===== src/rtl/vt52_cmd_engine.sv =====
// VT52 command engine: decodes received bytes into char-buffer writes, scroll base and cursor updates.
// Latency: one cycle from an accepted byte to its registered strobes; clear sweeps write one cell per cycle.
// Backpressure: ready is low for the whole clear sweep, so a held byte stays pending until the sweep ends.
//
// Ports:
//   clk, reset                 clock and synchronous active-high reset
//   data/valid/ready           received byte stream (accepted when valid && ready)
//   new_first_char(_wen)       buffer address of screen row 0 (hardware scroll base) + strobe
//   new_char/_address/_wen     char-buffer write port
//   new_cursor_x/_y/_wen       cursor position + strobe
module vt52_cmd_engine #(
  parameter int ROWS      = 25,
  parameter int COLS      = 80,
  parameter int ROW_BITS  = 5,
  parameter int COL_BITS  = 7,
  parameter int ADDR_BITS = 11,
  parameter int TAB_WIDTH = 8,
  parameter int AUTOWRAP  = 1
) (
  input  logic                 clk,
  input  logic                 reset,
  input  logic [7:0]           data,
  input  logic                 valid,
  output logic                 ready,
  output logic [ADDR_BITS-1:0] new_first_char,
  output logic                 new_first_char_wen,
  output logic [7:0]           new_char,
  output logic [ADDR_BITS-1:0] new_char_address,
  output logic                 new_char_wen,
  output logic [COL_BITS-1:0]  new_cursor_x,
  output logic [ROW_BITS-1:0]  new_cursor_y,
  output logic                 new_cursor_wen
);

  localparam int AW1 = ADDR_BITS + 1;
  localparam int SIZE = ROWS * COLS;
  localparam logic [AW1-1:0]       SIZE_W    = AW1'(SIZE);
  localparam logic [AW1-1:0]       COLS_W    = AW1'(COLS);
  localparam logic [ADDR_BITS-1:0] LAST_ADDR = ADDR_BITS'(SIZE - 1);
  localparam logic [ROW_BITS-1:0]  ROW_MAX   = ROW_BITS'(ROWS - 1);
  localparam logic [COL_BITS-1:0]  COL_MAX   = COL_BITS'(COLS - 1);
  localparam logic [COL_BITS-1:0]  TAB_MASK  = COL_BITS'(TAB_WIDTH - 1);
  localparam logic [7:0]           ROW_MAX_B = 8'(ROWS - 1);
  localparam logic [7:0]           COL_MAX_B = 8'(COLS - 1);

  typedef enum logic [2:0] {S_IDLE, S_ESC, S_YROW, S_YCOL, S_CLEAR} state_t;

  state_t               state_q, state_d;
  logic [COL_BITS-1:0]  cur_x_q, cur_x_d;
  logic [ROW_BITS-1:0]  cur_y_q, cur_y_d;
  logic [ADDR_BITS-1:0] first_char_q, first_char_d;
  logic [ROW_BITS-1:0]  yrow_q, yrow_d;
  logic [ADDR_BITS-1:0] clr_addr_q, clr_addr_d;
  logic [AW1-1:0]       clr_cnt_q, clr_cnt_d;
  logic [7:0]           new_char_q, new_char_d;
  logic [ADDR_BITS-1:0] new_char_address_q, new_char_address_d;
  logic                 new_char_wen_q, new_char_wen_d;
  logic                 new_cursor_wen_q, new_cursor_wen_d;
  logic                 new_first_char_wen_q, new_first_char_wen_d;

  logic                 accept;
  logic                 do_lf;
  logic [COL_BITS:0]    tab_x;

  // Sums stay below 2*SIZE, so one conditional subtract folds them into the ring.
  function automatic logic [ADDR_BITS-1:0] wrap_addr(input logic [AW1-1:0] sum);
    logic [AW1-1:0] s;
    s = sum;
    if (s >= SIZE_W) s = s - SIZE_W;
    return s[ADDR_BITS-1:0];
  endfunction

  function automatic logic [AW1-1:0] lin_off(input logic [ROW_BITS-1:0] r,
                                             input logic [COL_BITS-1:0] c);
    return AW1'(int'(r) * COLS) + AW1'(c);
  endfunction

  function automatic logic [ROW_BITS-1:0] row_of_byte(input logic [7:0] b);
    logic [7:0] v;
    v = b - 8'h20;
    if (b < 8'h20) return '0;
    if (v > ROW_MAX_B) return ROW_MAX;
    return ROW_BITS'(v);
  endfunction

  function automatic logic [COL_BITS-1:0] col_of_byte(input logic [7:0] b);
    logic [7:0] v;
    v = b - 8'h20;
    if (b < 8'h20) return '0;
    if (v > COL_MAX_B) return COL_MAX;
    return COL_BITS'(v);
  endfunction

  assign ready  = (state_q != S_CLEAR);
  assign accept = valid && ready;

  always_comb begin
    state_d              = state_q;
    cur_x_d              = cur_x_q;
    cur_y_d              = cur_y_q;
    first_char_d         = first_char_q;
    yrow_d               = yrow_q;
    clr_addr_d           = clr_addr_q;
    clr_cnt_d            = clr_cnt_q;
    new_char_d           = new_char_q;
    new_char_address_d   = new_char_address_q;
    new_char_wen_d       = 1'b0;
    new_cursor_wen_d     = 1'b0;
    new_first_char_wen_d = 1'b0;
    do_lf                = 1'b0;
    tab_x                = {1'b0, cur_x_q | TAB_MASK} + (COL_BITS+1)'(1);

    unique case (state_q)
      S_IDLE: begin
        if (accept) begin
          if (data >= 8'h20 && data != 8'h7F) begin
            new_char_d         = data;
            new_char_address_d = wrap_addr({1'b0, first_char_q} + lin_off(cur_y_q, cur_x_q));
            new_char_wen_d     = 1'b1;
            new_cursor_wen_d   = 1'b1;
            if (cur_x_q != COL_MAX) begin
              cur_x_d = cur_x_q + COL_BITS'(1);
            end else if (AUTOWRAP != 0) begin
              cur_x_d = '0;
              do_lf   = 1'b1;
            end
          end else begin
            case (data)
              8'h0A: begin
                do_lf            = 1'b1;
                new_cursor_wen_d = 1'b1;
              end
              8'h0D: begin
                cur_x_d          = '0;
                new_cursor_wen_d = 1'b1;
              end
              8'h08: begin
                if (cur_x_q != '0) cur_x_d = cur_x_q - COL_BITS'(1);
                new_cursor_wen_d = 1'b1;
              end
              8'h09: begin
                cur_x_d          = (tab_x > {1'b0, COL_MAX}) ? COL_MAX : tab_x[COL_BITS-1:0];
                new_cursor_wen_d = 1'b1;
              end
              8'h1B:   state_d = S_ESC;
              default: ;
            endcase
          end
          // Line feed on the bottom row scrolls: the old top row becomes the new
          // bottom row, so its buffer address (the old first_char) is what gets blanked.
          if (do_lf) begin
            if (cur_y_q != ROW_MAX) begin
              cur_y_d = cur_y_q + ROW_BITS'(1);
            end else begin
              first_char_d         = wrap_addr({1'b0, first_char_q} + COLS_W);
              new_first_char_wen_d = 1'b1;
              clr_addr_d           = first_char_q;
              clr_cnt_d            = COLS_W;
              state_d              = S_CLEAR;
            end
          end
        end
      end

      S_ESC: begin
        if (accept) begin
          state_d = S_IDLE;
          case (data)
            8'h41: begin
              if (cur_y_q != '0) cur_y_d = cur_y_q - ROW_BITS'(1);
              new_cursor_wen_d = 1'b1;
            end
            8'h42: begin
              if (cur_y_q != ROW_MAX) cur_y_d = cur_y_q + ROW_BITS'(1);
              new_cursor_wen_d = 1'b1;
            end
            8'h43: begin
              if (cur_x_q != COL_MAX) cur_x_d = cur_x_q + COL_BITS'(1);
              new_cursor_wen_d = 1'b1;
            end
            8'h44: begin
              if (cur_x_q != '0) cur_x_d = cur_x_q - COL_BITS'(1);
              new_cursor_wen_d = 1'b1;
            end
            8'h48: begin
              cur_x_d          = '0;
              cur_y_d          = '0;
              new_cursor_wen_d = 1'b1;
            end
            8'h4A: begin
              clr_addr_d = wrap_addr({1'b0, first_char_q} + lin_off(cur_y_q, cur_x_q));
              clr_cnt_d  = SIZE_W - lin_off(cur_y_q, cur_x_q);
              state_d    = S_CLEAR;
            end
            8'h4B: begin
              clr_addr_d = wrap_addr({1'b0, first_char_q} + lin_off(cur_y_q, cur_x_q));
              clr_cnt_d  = COLS_W - AW1'(cur_x_q);
              state_d    = S_CLEAR;
            end
            8'h45: begin
              first_char_d         = '0;
              new_first_char_wen_d = 1'b1;
              cur_x_d              = '0;
              cur_y_d              = '0;
              new_cursor_wen_d     = 1'b1;
              clr_addr_d           = '0;
              clr_cnt_d            = SIZE_W;
              state_d              = S_CLEAR;
            end
            8'h59:   state_d = S_YROW;
            default: ;
          endcase
        end
      end

      S_YROW: begin
        if (accept) begin
          yrow_d  = row_of_byte(data);
          state_d = S_YCOL;
        end
      end

      S_YCOL: begin
        if (accept) begin
          cur_y_d          = yrow_q;
          cur_x_d          = col_of_byte(data);
          new_cursor_wen_d = 1'b1;
          state_d          = S_IDLE;
        end
      end

      S_CLEAR: begin
        // A count of zero costs one extra cycle so ready rises only after the
        // last write strobe has been presented.
        if (clr_cnt_q != '0) begin
          new_char_d         = 8'h20;
          new_char_address_d = clr_addr_q;
          new_char_wen_d     = 1'b1;
          clr_cnt_d          = clr_cnt_q - AW1'(1);
          clr_addr_d         = (clr_addr_q == LAST_ADDR) ? '0 : clr_addr_q + ADDR_BITS'(1);
        end else begin
          state_d = S_IDLE;
        end
      end

      default: state_d = S_IDLE;
    endcase
  end

  always_ff @(posedge clk) begin
    if (reset) begin
      state_q              <= S_CLEAR;
      cur_x_q              <= '0;
      cur_y_q              <= '0;
      first_char_q         <= '0;
      yrow_q               <= '0;
      clr_addr_q           <= '0;
      clr_cnt_q            <= SIZE_W;
      new_char_q           <= 8'h20;
      new_char_address_q   <= '0;
      new_char_wen_q       <= 1'b0;
      new_cursor_wen_q     <= 1'b0;
      new_first_char_wen_q <= 1'b0;
    end else begin
      state_q              <= state_d;
      cur_x_q              <= cur_x_d;
      cur_y_q              <= cur_y_d;
      first_char_q         <= first_char_d;
      yrow_q               <= yrow_d;
      clr_addr_q           <= clr_addr_d;
      clr_cnt_q            <= clr_cnt_d;
      new_char_q           <= new_char_d;
      new_char_address_q   <= new_char_address_d;
      new_char_wen_q       <= new_char_wen_d;
      new_cursor_wen_q     <= new_cursor_wen_d;
      new_first_char_wen_q <= new_first_char_wen_d;
    end
  end

  assign new_first_char     = first_char_q;
  assign new_first_char_wen = new_first_char_wen_q;
  assign new_char           = new_char_q;
  assign new_char_address   = new_char_address_q;
  assign new_char_wen       = new_char_wen_q;
  assign new_cursor_x       = cur_x_q;
  assign new_cursor_y       = cur_y_q;
  assign new_cursor_wen     = new_cursor_wen_q;

endmodule


===== config.mk =====
export PLATFORM = sky130hd
export DESIGN_NAME = vt52_cmd_engine
export DESIGN_NICKNAME = d
export VERILOG_FILES = /design/src/rtl/vt52_cmd_engine.sv
export SDC_FILE = /design/constraint.sdc
export NUM_CORES = 1
export LEC_CHECK = 0
export ABC_CLOCK_PERIOD_IN_PS = 7000
export BUFFER_PORTS_ARGS = -buffer_cell sky130_fd_sc_hd__clkbuf_2
export CORE_ASPECT_RATIO = 2
export CORE_MARGIN = 2
export CORE_UTILIZATION = 60
export CTS_CLUSTER_SIZE = 10
export DETAILED_ROUTE_END_ITERATION = 8
export PLACE_DENSITY = 0.77
export SLEW_MARGIN = 20
export SYNTH_ARGS = -nofsm -noshare
export SYNTH_HDL_FRONTEND = slang
export SYNTH_SLANG_ARGS = --single-unit

===== constraint.sdc =====
create_clock -name clk -period 7 [get_ports clk]
set_clock_uncertainty 0.15 [all_clocks]
set_input_delay 0.7 -clock clk [delete_from_list [all_inputs] [get_ports clk]]
set_output_delay 0.7 -clock clk [all_outputs]
set_load 0.02 [all_outputs]

# After elaboration in Yosys (flattened, before gate mapping)
# Cells that the tools add are included.
# W data, S select, Z words.
# word_totals
elab_cells	201
regBits	76
# op_classes
add_sub_neg	15
n_lt_le_gt_ge	7
reduce_logical	23
n_mul	1
n_eq_ne	40
muxes	103
# ops
operator	n
$mux W11	16
$mux W7	12
$eq A8 B7 Y1 const B	9
$pmux W12 S3	2
$pmux W11 S2	3
$pmux W7 S3	3
$mux W12	5
$mux W5	10
$pmux W11 S3	1
$eq A8 B4 Y1 const B	4
$mux W1	31
$pmux W5 S3	2
$reduce_and A7 Y1	4
$mux W3	9
$ge A12 B11 Y1 const B	2
$mux W8	3
$sub A11 B11 Y11 const B	2
$ne A2 B2 Y1 const B	9
$gt A8 B7 Y1 const B	2
$pmux W8 S2	1
$pmux W3 S5	1
$add A11 B12 Y12	1
$add A11 B7 Y12 const B	1
$add A12 B7 Y12	1
45 further kinds	55

# Depth between registers and ports, before layout
# Gate-level depths: netlist of run 1.
# depth
word_depth	11
depth_mapped	15

# Least setup slack after synthesis of run 1
# No wires, ideal clock.
# synth_path
path_type	reg2reg
startpoint	register cur_y_q[1] (netlist: new_cursor_y[1])
endpoint	register clr_addr_q[4]
t_arrival_ns	4.273
n_path_buf	0
required_time_ns	6.728
setup_slack_ns	2.455
period_less_slack_ns	4.545
stages_incl_launch_ff	16
path_cell_list	dfxtp_1 -> ha_1 -> ha_1 -> fa_1 -> and3_1 -> a32o_1 -> xor2_1 -> ha_1 -> xor2_1 -> and2_1 -> and4_1 -> a32oi_1 -> nand3_2 -> xnor2_1 -> a22o_1 -> a221o_1
# synth_via
elab_chain_len	8
elab_cells_between_ends	11
cone_classes	2 x add/sub; 1 x mul; 1 x order compare; 2 x eq/ne; 4 x mux; 1 x reduce/logical
# synth_rtl
element	line_no	rtl
from (decl)	50	logic [ROW_BITS-1:0] cur_y_q, cur_y_d;
from (signal assigned)	267	cur_y_q <= cur_y_d;
$mul A5 B3 Y8	75	return AW1'(int'(r) * COLS) + AW1'(c);
$add A12 B7 Y12	75	
$add A11 B12 Y12	191, 196	
$ge A12 B11 Y1	69	if (s >= SIZE_W) s = s - SIZE_W;
$mux W11	69	
$pmux W11 S2	168	case (data)
$mux W11	166	if (accept) begin
$pmux W11 S3	113	unique case (state_q)
to (signal assigned)	270	clr_addr_q <= clr_addr_d;
to (decl)	53	logic [ADDR_BITS-1:0] clr_addr_q, clr_addr_d;
# Parallel ways exist; a longest one is shown, timed or not. The select of a mux whose other input is x is not followed.
# A chain may end at the register's enable or synchronous reset.

# Final worst setup path of run 1
# layout_path
startpoint	register cur_y_q[3] (netlist: new_cursor_y[3])
endpoint	register clr_addr_q[4]
# Same word-level chain as after synthesis.

==> impl_metrics.yaml, run 1 <==
timing:
  setup_viol: 0
  slew_headroom_pct: 36.44
  grt_setup_unrepaired: "no"
  final.setup.tns_ns: 0
  clock.fmax_mhz: 200.3
  slew_violations: 0
  hold_violations: 0
  layout_min_cycle_time_ns: 4.993
  tightest_slew_ns: 0.9490
  min_period_over_period_pct: 71.33
final_layout:
  finalCoreUtilization_pct: 66.13
  area.growth.synth_to_final_pct: 7.008
  drive_above_1_share_pct: 11.84
  multi_input_area_sq_mm: 0.004641
  n_fill_cell: 955
  n_antenna_cell: 0
  seqCellArea_sq_mm: 0.001441
  layout.nets: 937
clock_network:
  cts.sinks: 72
  cts_setup_buffers: 0
  tritoncts: "built"
  clock-root-buffer: "clkbuf_16"
  clk_pin_slew_ns: 0.07
  cts_buffers: 9
  worstSkewPairLatency_ns: 0.35
  cts-hold-fix-buffers: 0
  cts_max_level: 3
  cts_resized: 0
  cts_buffer_depth: 2
power:
  p_sw_mw: 0.2740
  swShare_pct: 28.34
  power_frac_seq_pct: 44.0
  internal_power_mw: 0.6928
  combPwrFrac_pct: 8.8
  cellPowerDensity_mw_per_mm2: 138.7
  p_leak_nw: 2.753
  irDropWorstVdd_v: 0.0001208
  finalPower_mw: 0.9668
  power.share.clock_pct: 47.2
worst_setup_path:
  crit_slowest_cell: "dfxtp_1"
  end_kind: "flop"
  crit_chain: "ha_1 > ha_1 > fa_1 > and3_1 > a32o_1 > xor2_1 > ha_1 > xor2_1 > and2_1 > and4_1 > a32oi_1 > nand3_2 > xnor2_1 > a22o_1 > a221o_1"
  crit_arrival_ns: 5.08
  path_max_fanout: 13
  slowest_delay_ns: 0.60
  critical_path_required_ns: 7.09
  cp-start-kind: "flop"
  path_class: "reg2reg"
  cp_common_cell: "ha_1"
logic_synthesis:
  syn_area_sq_mm: 0.006516
  synthTopCellsByArea: "dfxtp_1 (22%), ha_1 (6.5%), nor2_1 (5.3%)"
  yosys_warnings: 0
  netlist_instances: 884
  yosysMostFrequentCell: "nor2_1"
  synth-main-ff-cell: "dfxtp_1"
  ys_seq_area_share_pct: 22.12
  async_flop_share_pct: 0
  synth_edf_count: 0
  synth-seq-cells: 72
  synthTopCellsByCount: "nor2_1 (92), nand2_1 (87), dfxtp_1 (72), a21oi_1 (68), o21ai_0 (51)"
  synth_area_leader_cell: "dfxtp_1"
  synth_top_area_share_pct: 22.12
  syn_area_per_cell_sq_um: 7.371
  synth_cell_type_count: 86
die:
  floorplan.initialDensity_pct: 61.80
  rows: 53
  die-area_sq_mm: 0.01176
  die_w_microns: 77.69
  io_pins: 57
  core_sq_mm: 0.01054
  die_h_microns: 151.4
job:
  maxCapViolCount: 0
drt:
  remaining_drc_errors: 0
  first_pass_iters: 6
  num_vias: 6948
  wl_per_cell_microns: 21.29
  vias_per_cell: 6.733
  detail_route.iter0.violations: 590
  final_antenna_net_count: 0
  totalWireLength_microns: 21970
global_route:
  grt_use_total_pct: 37.64
  grt_max_degree: 61
  grt_overflow: 0
  grt_pass1_wl_microns: 34590
  antenna_found_initial: 0
  grt_pass1_vias: 6978
hold_path:
  hold_path_class: "reg2reg"
placement:
  place_congestion: 1.025
  io_buffers: 52
  dp_hpwl_microns: 16370
outcome:
  outcome: "finished, final reports clean"
[area by class of cell]
cell class | count | area share, %
Tap cell | 137 | 2.458
Multi-Input combinational cell | 714 | 66.55
Clock inverter | 7 | 0.8792
Inverter | 36 | 1.938
Clock buffer | 9 | 3.230
Timing Repair Buffer | 57 | 4.271
Sequential cell | 72 | 20.67
[kinds of logic (layout without fill, tap and decap cells)]
group	after synthesis	count (layout)	share of synthesized area, %
muxes	7	7	1.286
and+or+nand+nor	333	333	25.79
xor gates and xnor gates	49	49	6.586
DFF	72	72	22.12
other	1	4	0.05755
AOI/OAI and AO/OA	285	285	30.01
adders and majority gates	36	36	7.143
buffers and inverters	101	109	7.008
[routing by layer]
metal  track usage (%)  routed length [microns]  up-vias
li1                  -                        -     3255
met4             31.43                     1894        0
met5                 0                        0        -
met2             69.61                    11600      337
met1             36.13                     7246     3243
met3             4.946                     1223      113
[power by group through the flow]
stage                     Sequential [mW]  Combinational [mW]  Clock [mW]
after global placement              0.435              0.0806           0
after global routing                0.427              0.0930       0.472
after CTS                           0.425              0.0833       0.461
after detailed placement            0.435              0.0828           0
final                               0.426              0.0847       0.456
after floorplan                     0.435              0.0644           0
[state kept, by name, indices dropped and copies added, names as in the netlist]
name and count:
clr_cnt_q 12, new_cursor_y 5, new_first_char 7, new_cursor_x 7
new_cursor_wen 1, state_q 3, clr_addr_q 11, yrow_q 5
new_char 8, new_char_address 11, new_first_char_wen 1, new_char_wen 1
[worst paths after layout]
path / from / to / slack, ns / cells after the start
worst max-delay path: new_cursor_y[3]$_SDFFE_PP0P_ / clr_addr_q[4]$_SDFFE_PP0P_ / 2.01 / 15
worst min-delay path: new_char[6]$_SDFFE_PP0P_ / new_char[6]$_SDFFE_PP0P_ / 0.32 / 2
worst max register to register: new_cursor_y[3]$_SDFFE_PP0P_ / clr_addr_q[4]$_SDFFE_PP0P_ / 2.01 / 15
worst min register to register: new_char[6]$_SDFFE_PP0P_ / new_char[6]$_SDFFE_PP0P_ / 0.32 / 2
[per-stage QoR]
| step | cells | setup WS [ns] | area, sq um | hold WS [ns] |
|---|---|---|---|---|
| after global routing | 1032 | 1.808 | 6973 | 0.3409 |
| after CTS | 1032 | 2.060 | 6973 | 0.3164 |
| after floorplan | 887 | 2.455 | 6528 | 0.2776 |
| after detailed placement | 1016 | 2.062 | 6686 | 0.3076 |
| final | 1032 | 2.007 | 6973 | 0.3185 |
| after global placement | 1016 | 2.252 | 6686 | 0.2926 |
[cells in the final DEF (no fill, tap or decap), types with 6 or more instances in the layout]
cell,n
a211o_1,6
a211oi_1,7
a21o_1,6
a21oi_1,68
a221oi_1,8
a22oi_1,18
a311oi_1,7
a31oi_1,15
and2_1,6
and3_1,11
clkbuf_16,9
clkbuf_2,52
dfxtp_1,72
ha_1,34
inv_1,35
nand2_1,87
nand2b_1,17
nand3_1,37
nand4_1,8
nor2_1,92
nor3_1,26
nor4_1,7
o211ai_1,10
o21ai_0,51
o21ai_1,7
o221ai_1,8
o31ai_1,6
o32ai_1,6
or3_1,9
xnor2_1,30
xor2_1,19
[critical path: cells and delay by family (launching register included)]
family | cells | cell delay (ns)
flops | 1 | 0.60
simple gates | 4 | 0.83
xor+xnor | 3 | 0.74
fa+ha+maj | 4 | 1.48
compound gates | 4 | 1.10
Note: power is estimated with default switching activity, not from simulation.
==> inputs of run 2 (changes only) <==
- ABC_CLOCK_PERIOD_IN_PS: 7000 -> 4350
- CORE_UTILIZATION: 60 -> 55
- PLACE_DENSITY: 0.77 -> 0.74
- clock period: 7 -> 4.35 ns (I/O delays scaled with it)
==> run 2 against run 1 <==
Largest power group unchanged; sequential share of layout area shrank 0.70 points; die area is 8.7% higher; total power increased by 65%; critical endpoint unchanged; worst setup slack lost 1.8 ns; sequential power rose by 61%; register-to-register slack lost 1.8 ns; non-clock buffer count increased by 25; final cell count rose by 3.2%; via count up 0.22%.
==> impl_metrics.yaml, run 2 (synthesis results as in run 1) <==
power:
  finalPower_mw: 1.594
  cellPowerDensity_mw_per_mm2: 220.7
  p_leak_nw: 2.895
  irDropWorstVdd_v: 0.0001905
die:
  io_pins: 57
  die-area_sq_mm: 0.01279
  core_sq_mm: 0.01163
  rows: 56
  die_w_microns: 80.97
  floorplan.initialDensity_pct: 56.02
  die_h_microns: 157.9
global_route:
  grt_max_degree: 41
  grt_overflow: 0
  antenna_found_initial: 0
  grt_use_total_pct: 35.73
  grt_pass1_wl_microns: 35020
  grt_pass1_vias: 6775
timing:
  final.setup.tns_ns: 0
  hold_violations: 0
  grt_setup_unrepaired: "no"
  clock.fmax_mhz: 239.6
  setup_viol: 0
  slew_headroom_pct: 36.78
  slew_violations: 0
  min_period_over_period_pct: 95.93
  layout_min_cycle_time_ns: 4.173
  hold_ws_ns: 0.2783
  tightest_slew_ns: 0.9482
final_layout:
  area.growth.synth_to_final_pct: 10.85
  stdcell_count: 1065
  n_antenna_cell: 0
  layout.nets: 962
  fin_area_sq_mm: 0.007223
  final_common_cell: "nor2_1"
  drive_above_1_share_pct: 15.00
  largest-register: "clr_cnt_q"
  largest_reg_flops: 12
  n_fill_cell: 1100
  final_cell_mix: "nor2_1 (92), nand2_1 (87), dfxtp_1 (71)"
clock_network:
  cts_setup_buffers: 0
  worstSkewPairLatency_ns: 0.35
  cts-hold-fix-buffers: 0
  cts_max_level: 3
  clk_pin_slew_ns: 0.06
  tritoncts: "built"
  cts_buffer_depth: 2
  cts_buffers: 9
  cts.sinks: 72
  clock-root-buffer: "clkbuf_16"
placement:
  io_buffers: 52
  place_area_sq_mm: 0.006893
  place_congestion: 1.022
  dp_cells: 1049
  dp_hpwl_microns: 16860
drt:
  routed.top_layer: "met4"
  wl_met3_microns: 1232
  met1_length_microns: 7653
  vias_per_cell: 6.538
  wl_per_cell_microns: 20.97
  routed-wl-met2_microns: 11350
  first_pass_iters: 5
  totalWireLength_microns: 22340
  remaining_drc_errors: 0
  detail_route.iter0.violations: 434
  final_antenna_net_count: 0
  num_vias: 6963
worst_setup_path:
  end_kind: "flop"
  path_delay_family: "adder cells"
  cp-start-kind: "flop"
  crit_arrival_ns: 4.25
  path_max_fanout: 4
  critical_path_required_ns: 4.43
  crit_chain: "ha_1 > ha_1 > fa_2 > and3_1 > a32o_2 > xor2_2 > ha_1 > xor2_1 > and2_1 > and4_1 > a32oi_2 > nand3_2 > xnor2_1 > a22o_1 > a221o_1"
  critical_path_buf_inv_count: 0
  slowest_delay_ns: 0.58
  path_class: "reg2reg"
  cp_common_cell: "ha_1"
  crit_slowest_cell: "fa_2"
hold_path:
  hold_path_class: "in2reg"
job:
  maxCapViolCount: 0
outcome:
  outcome: "finished, final reports clean"
run 2: repair_timing:
item / 4_1_cts / 5_1_grt
endpoints found under the setup margin: 0 / 12
resized for setup: 0 / 6
endpoints found under the hold margin: 0 / 0
run 2: metrics by stage:
| stage | setup slack (ns) | util (%) |
|---|---|---|
| detailed placement | 0.05140 | 59.26 |
| global placement | 0.1754 | 59.26 |
| finish | 0.1770 | 62.10 |
| CTS | 0.04762 | 61.87 |
| floorplan | 0.04041 | - |
| global route | 0.01136 | 62.10 |
run 2: worst paths after layout:
kind,from,end,slack (ns),cells after the start
max,new_cursor_y[1]$_SDFFE_PP0P_,clr_addr_q[4]$_SDFFE_PP0P_,0.18,15
min,data[6],new_char[6]$_SDFFE_PP0P_,0.28,3
max reg2reg,new_cursor_y[1]$_SDFFE_PP0P_,clr_addr_q[4]$_SDFFE_PP0P_,0.18,15
min reg2reg,new_char[4]$_SDFFE_PP0P_,new_char[4]$_SDFFE_PP0P_,0.32,2
run 2: area by class of cell:
class | instances | area (sq um) | share of cell area (%)
Inverter | 36 | 135.1 | 1.871
Sequential cell | 72 | 1443 | 19.97
Tap cell | 145 | 181.4 | 2.512
Clock inverter | 7 | 77.57 | 1.074
Multi-Input combinational cell | 714 | 4676 | 64.73
Clock buffer | 9 | 225.2 | 3.118
Timing Repair Buffer | 82 | 485.5 | 6.721
run 2: per-layer routing:
| metal | vias to the layer above | track usage, % |
|---|---|---|
| met5 | - | 0 |
| met4 | 0 | 29.54 |
| met3 | 112 | 7.127 |
| met2 | 309 | 62.26 |
| met1 | 3234 | 35.26 |
| li1 | 3308 | - |
run 2: worst register-to-register path: stages (launching register included):
cell     delay (ns)
dfxtp_2        0.32
ha_1           0.29
ha_1           0.23
fa_2           0.58
and3_1         0.17
a32o_2         0.19
xor2_2         0.20
ha_1           0.31
xor2_1         0.15
and2_1         0.16
and4_1         0.23
a32oi_2        0.26
nand3_2        0.16
xnor2_1        0.18
a22o_1         0.21
a221o_1        0.30
run 2: where the power goes:
group	internal (mW)	switching (mW)	leakage [nW]
logic	0.0455	0.0892	2.16
clock network	0.450	0.324	0.147
registers	0.672	0.0135	0.583
==> inputs of run 3 (changes only) <==
- CORE_ASPECT_RATIO: 2 -> 1.25
- CORE_MARGIN: 2 -> 4
- RECOVER_POWER: not set -> 50
==> run 3 against run 2 <==
The flow now finishes with violations (max-capacitance violations, max-slew violations); first-iteration DRC count increased by 8.8%; maximum frequency decreased by 0.40%; utilization decreased by 0.90 points; count of clock-buffer cells in the layout increased by 1; worst setup slack got worse by 0.017 ns; global-route usage decreased by 7.6 points; combinational power decreased by 3%; sequential power about the same; critical path type unchanged; largest cell class unchanged; largest power group unchanged.
==> impl_metrics.yaml, run 3 (synthesis results as in run 1) <==
outcome:
  outcome: "finished with violations"
  violations: "max-capacitance violations, max-slew violations"
worst_setup_path:
  path_delay_family: "adder cells"
  path_max_fanout: 4
  crit_slowest_cell: "fa_1"
  critical_path_buf_inv_count: 0
  path_class: "reg2reg"
  slowest_delay_ns: 0.51
  crit_arrival_ns: 4.26
  cp_common_cell: "ha_1"
  crit_chain: "ha_1 > ha_1 > fa_1 > and3_1 > a32o_1 > xor2_2 > ha_1 > xor2_1 > and2_1 > and4_1 > a32oi_2 > nand3_2 > xnor2_1 > a22o_1 > a221o_1"
  cp-start-kind: "flop"
  critical_path_required_ns: 4.42
  end_kind: "flop"
clock_network:
  clk_pin_slew_ns: 0.06
  cts_setup_buffers: 0
  clock-root-buffer: "clkbuf_16"
  worstSkewPairLatency_ns: 0.34
  tritoncts: "built"
  cts_resized: 0
  cts_buffers: 9
  cts_buffer_depth: 2
  cts_max_level: 3
  cts.sinks: 72
  cts-hold-fix-buffers: 0
power:
  irDropWorstVdd_v: 0.0002190
  cellPowerDensity_mw_per_mm2: 218.8
  p_leak_nw: 2.688
die:
  core_sq_mm: 0.01162
  floorplan.initialDensity_pct: 56.10
  die-area_sq_mm: 0.01366
  die_h_microns: 129.7
  rows: 44
  io_pins: 57
  die_w_microns: 105.4
drt:
  wl_per_cell_microns: 18.31
  num_vias: 6826
  remaining_drc_errors: 0
  final_antenna_net_count: 0
  detail_route.iter0.violations: 472
  vias_per_cell: 6.362
  first_pass_iters: 5
  totalWireLength_microns: 19650
timing:
  final.setup.tns_ns: 0
  hold_ws_ns: 0.2676
  layout_min_cycle_time_ns: 4.190
  slew_violations: 18
  setup_viol: 0
  tightest_slew_ns: 1.556
  min_period_over_period_pct: 96.31
  clock.fmax_mhz: 238.7
  hold_violations: 0
  slew_headroom_pct: -4.429
  fin_ws_ns: 0.1603
final_layout:
  drive_above_1_share_pct: 9.211
  largest-register: "clr_cnt_q"
  seqCellArea_sq_mm: 0.001443
  layout.nets: 955
  multi_input_area_sq_mm: 0.004677
  n_antenna_cell: 0
  n_fill_cell: 1094
  finalCoreUtilization_pct: 61.20
  final_common_cell: "nor2_1"
  area.growth.synth_to_final_pct: 9.101
  final_cell_mix: "nor2_1 (91), nand2_1 (87), dfxtp_1 (71)"
  largest_reg_flops: 12
global_route:
  grt_pass1_vias: 6401
  grt_pass1_wl_microns: 31330
  grt_use_total_pct: 28.08
  grt_max_degree: 49
  antenna_found_initial: 0
  grt_overflow: 0
hold_path:
  hold_path_class: "in2reg"
placement:
  dpl_worst_slack_ns: 0.1350
  place_congestion: 0.9521
  dp_hpwl_microns: 14430
  io_buffers: 52
job:
  maxCapViolCount: 1
==> run 3: cell count changes in the layout (fill, tap and decap cells not counted), sizes merged <==
cell	change
buf	-12
clkbuf	+6
clkinvlp	+1
inv	-3
==> run 3: where the power goes <==
part	leakage, nW	internal (mW)	total [mW]	switching, mW
Combinational	1.97	0.0452	0.131	0.0862
Sequential	0.583	0.672	0.686	0.0135
Clock	0.135	0.441	0.738	0.297
Total	2.69	1.16	1.56	0.397
==> run 3: final timing paths <==
path              depth (start not counted)  slack (ns)                    startpoint                          to
hold reg to reg                           2        0.31    clr_cnt_q[11]$_SDFFE_PP0P_  clr_cnt_q[11]$_SDFFE_PP0P_
setup / recovery                         15        0.16  new_cursor_y[1]$_SDFFE_PP0P_  clr_addr_q[4]$_SDFFE_PP0P_
setup reg to reg                         15        0.16  new_cursor_y[1]$_SDFFE_PP0P_  clr_addr_q[4]$_SDFFE_PP0P_
hold / removal                            3        0.27                       data[6]    new_char[6]$_SDFFE_PP0P_
==> run 3: cell type report <==
class                           instances  share of cell area, %
Sequential cell                        72                  20.29
Multi-Input combinational cell        714                  65.79
Timing Repair Buffer                   75                  5.139
Clock buffer                           10                  3.221
Inverter                               36                  1.901
Tap cell                              161                  2.834
Clock inverter                          5                 0.8272
==> run 3: metal layers <==
| layer | routed length (microns) | track usage (%) |
|---|---|---|
| met2 | 9927 | 50.83 |
| met5 | 0 | 0 |
| met3 | 1132 | 4.305 |
| met1 | 7889 | 32.32 |
| met4 | 699 | 13.82 |
==> run 3: through the flow <==
stage | cell area [sq um] | power, mW | std cells
5_1_grt | 7109 | 1.605 | 1073
3_5_place_dp | 6860 | 0.8305 | 1058
6_report | 7109 | 1.555 | 1073
2_1_floorplan | 6536 | 0.8028 | 887
4_1_cts | 7148 | 1.562 | 1073
3_3_place_gp | 6860 | 0.8276 | 1058
==> run 3: worst register-to-register path, cell delays in order, from the launching register on <==
cell and delay, ns:
dfxtp_2 0.32, ha_1 0.28, ha_1 0.22, fa_1 0.51, and3_1 0.19, a32o_1 0.27, xor2_2 0.17, ha_1 0.34
xor2_1 0.15, and2_1 0.17, and4_1 0.23, a32oi_2 0.26, nand3_2 0.15, xnor2_1 0.17, a22o_1 0.21, a221o_1 0.30
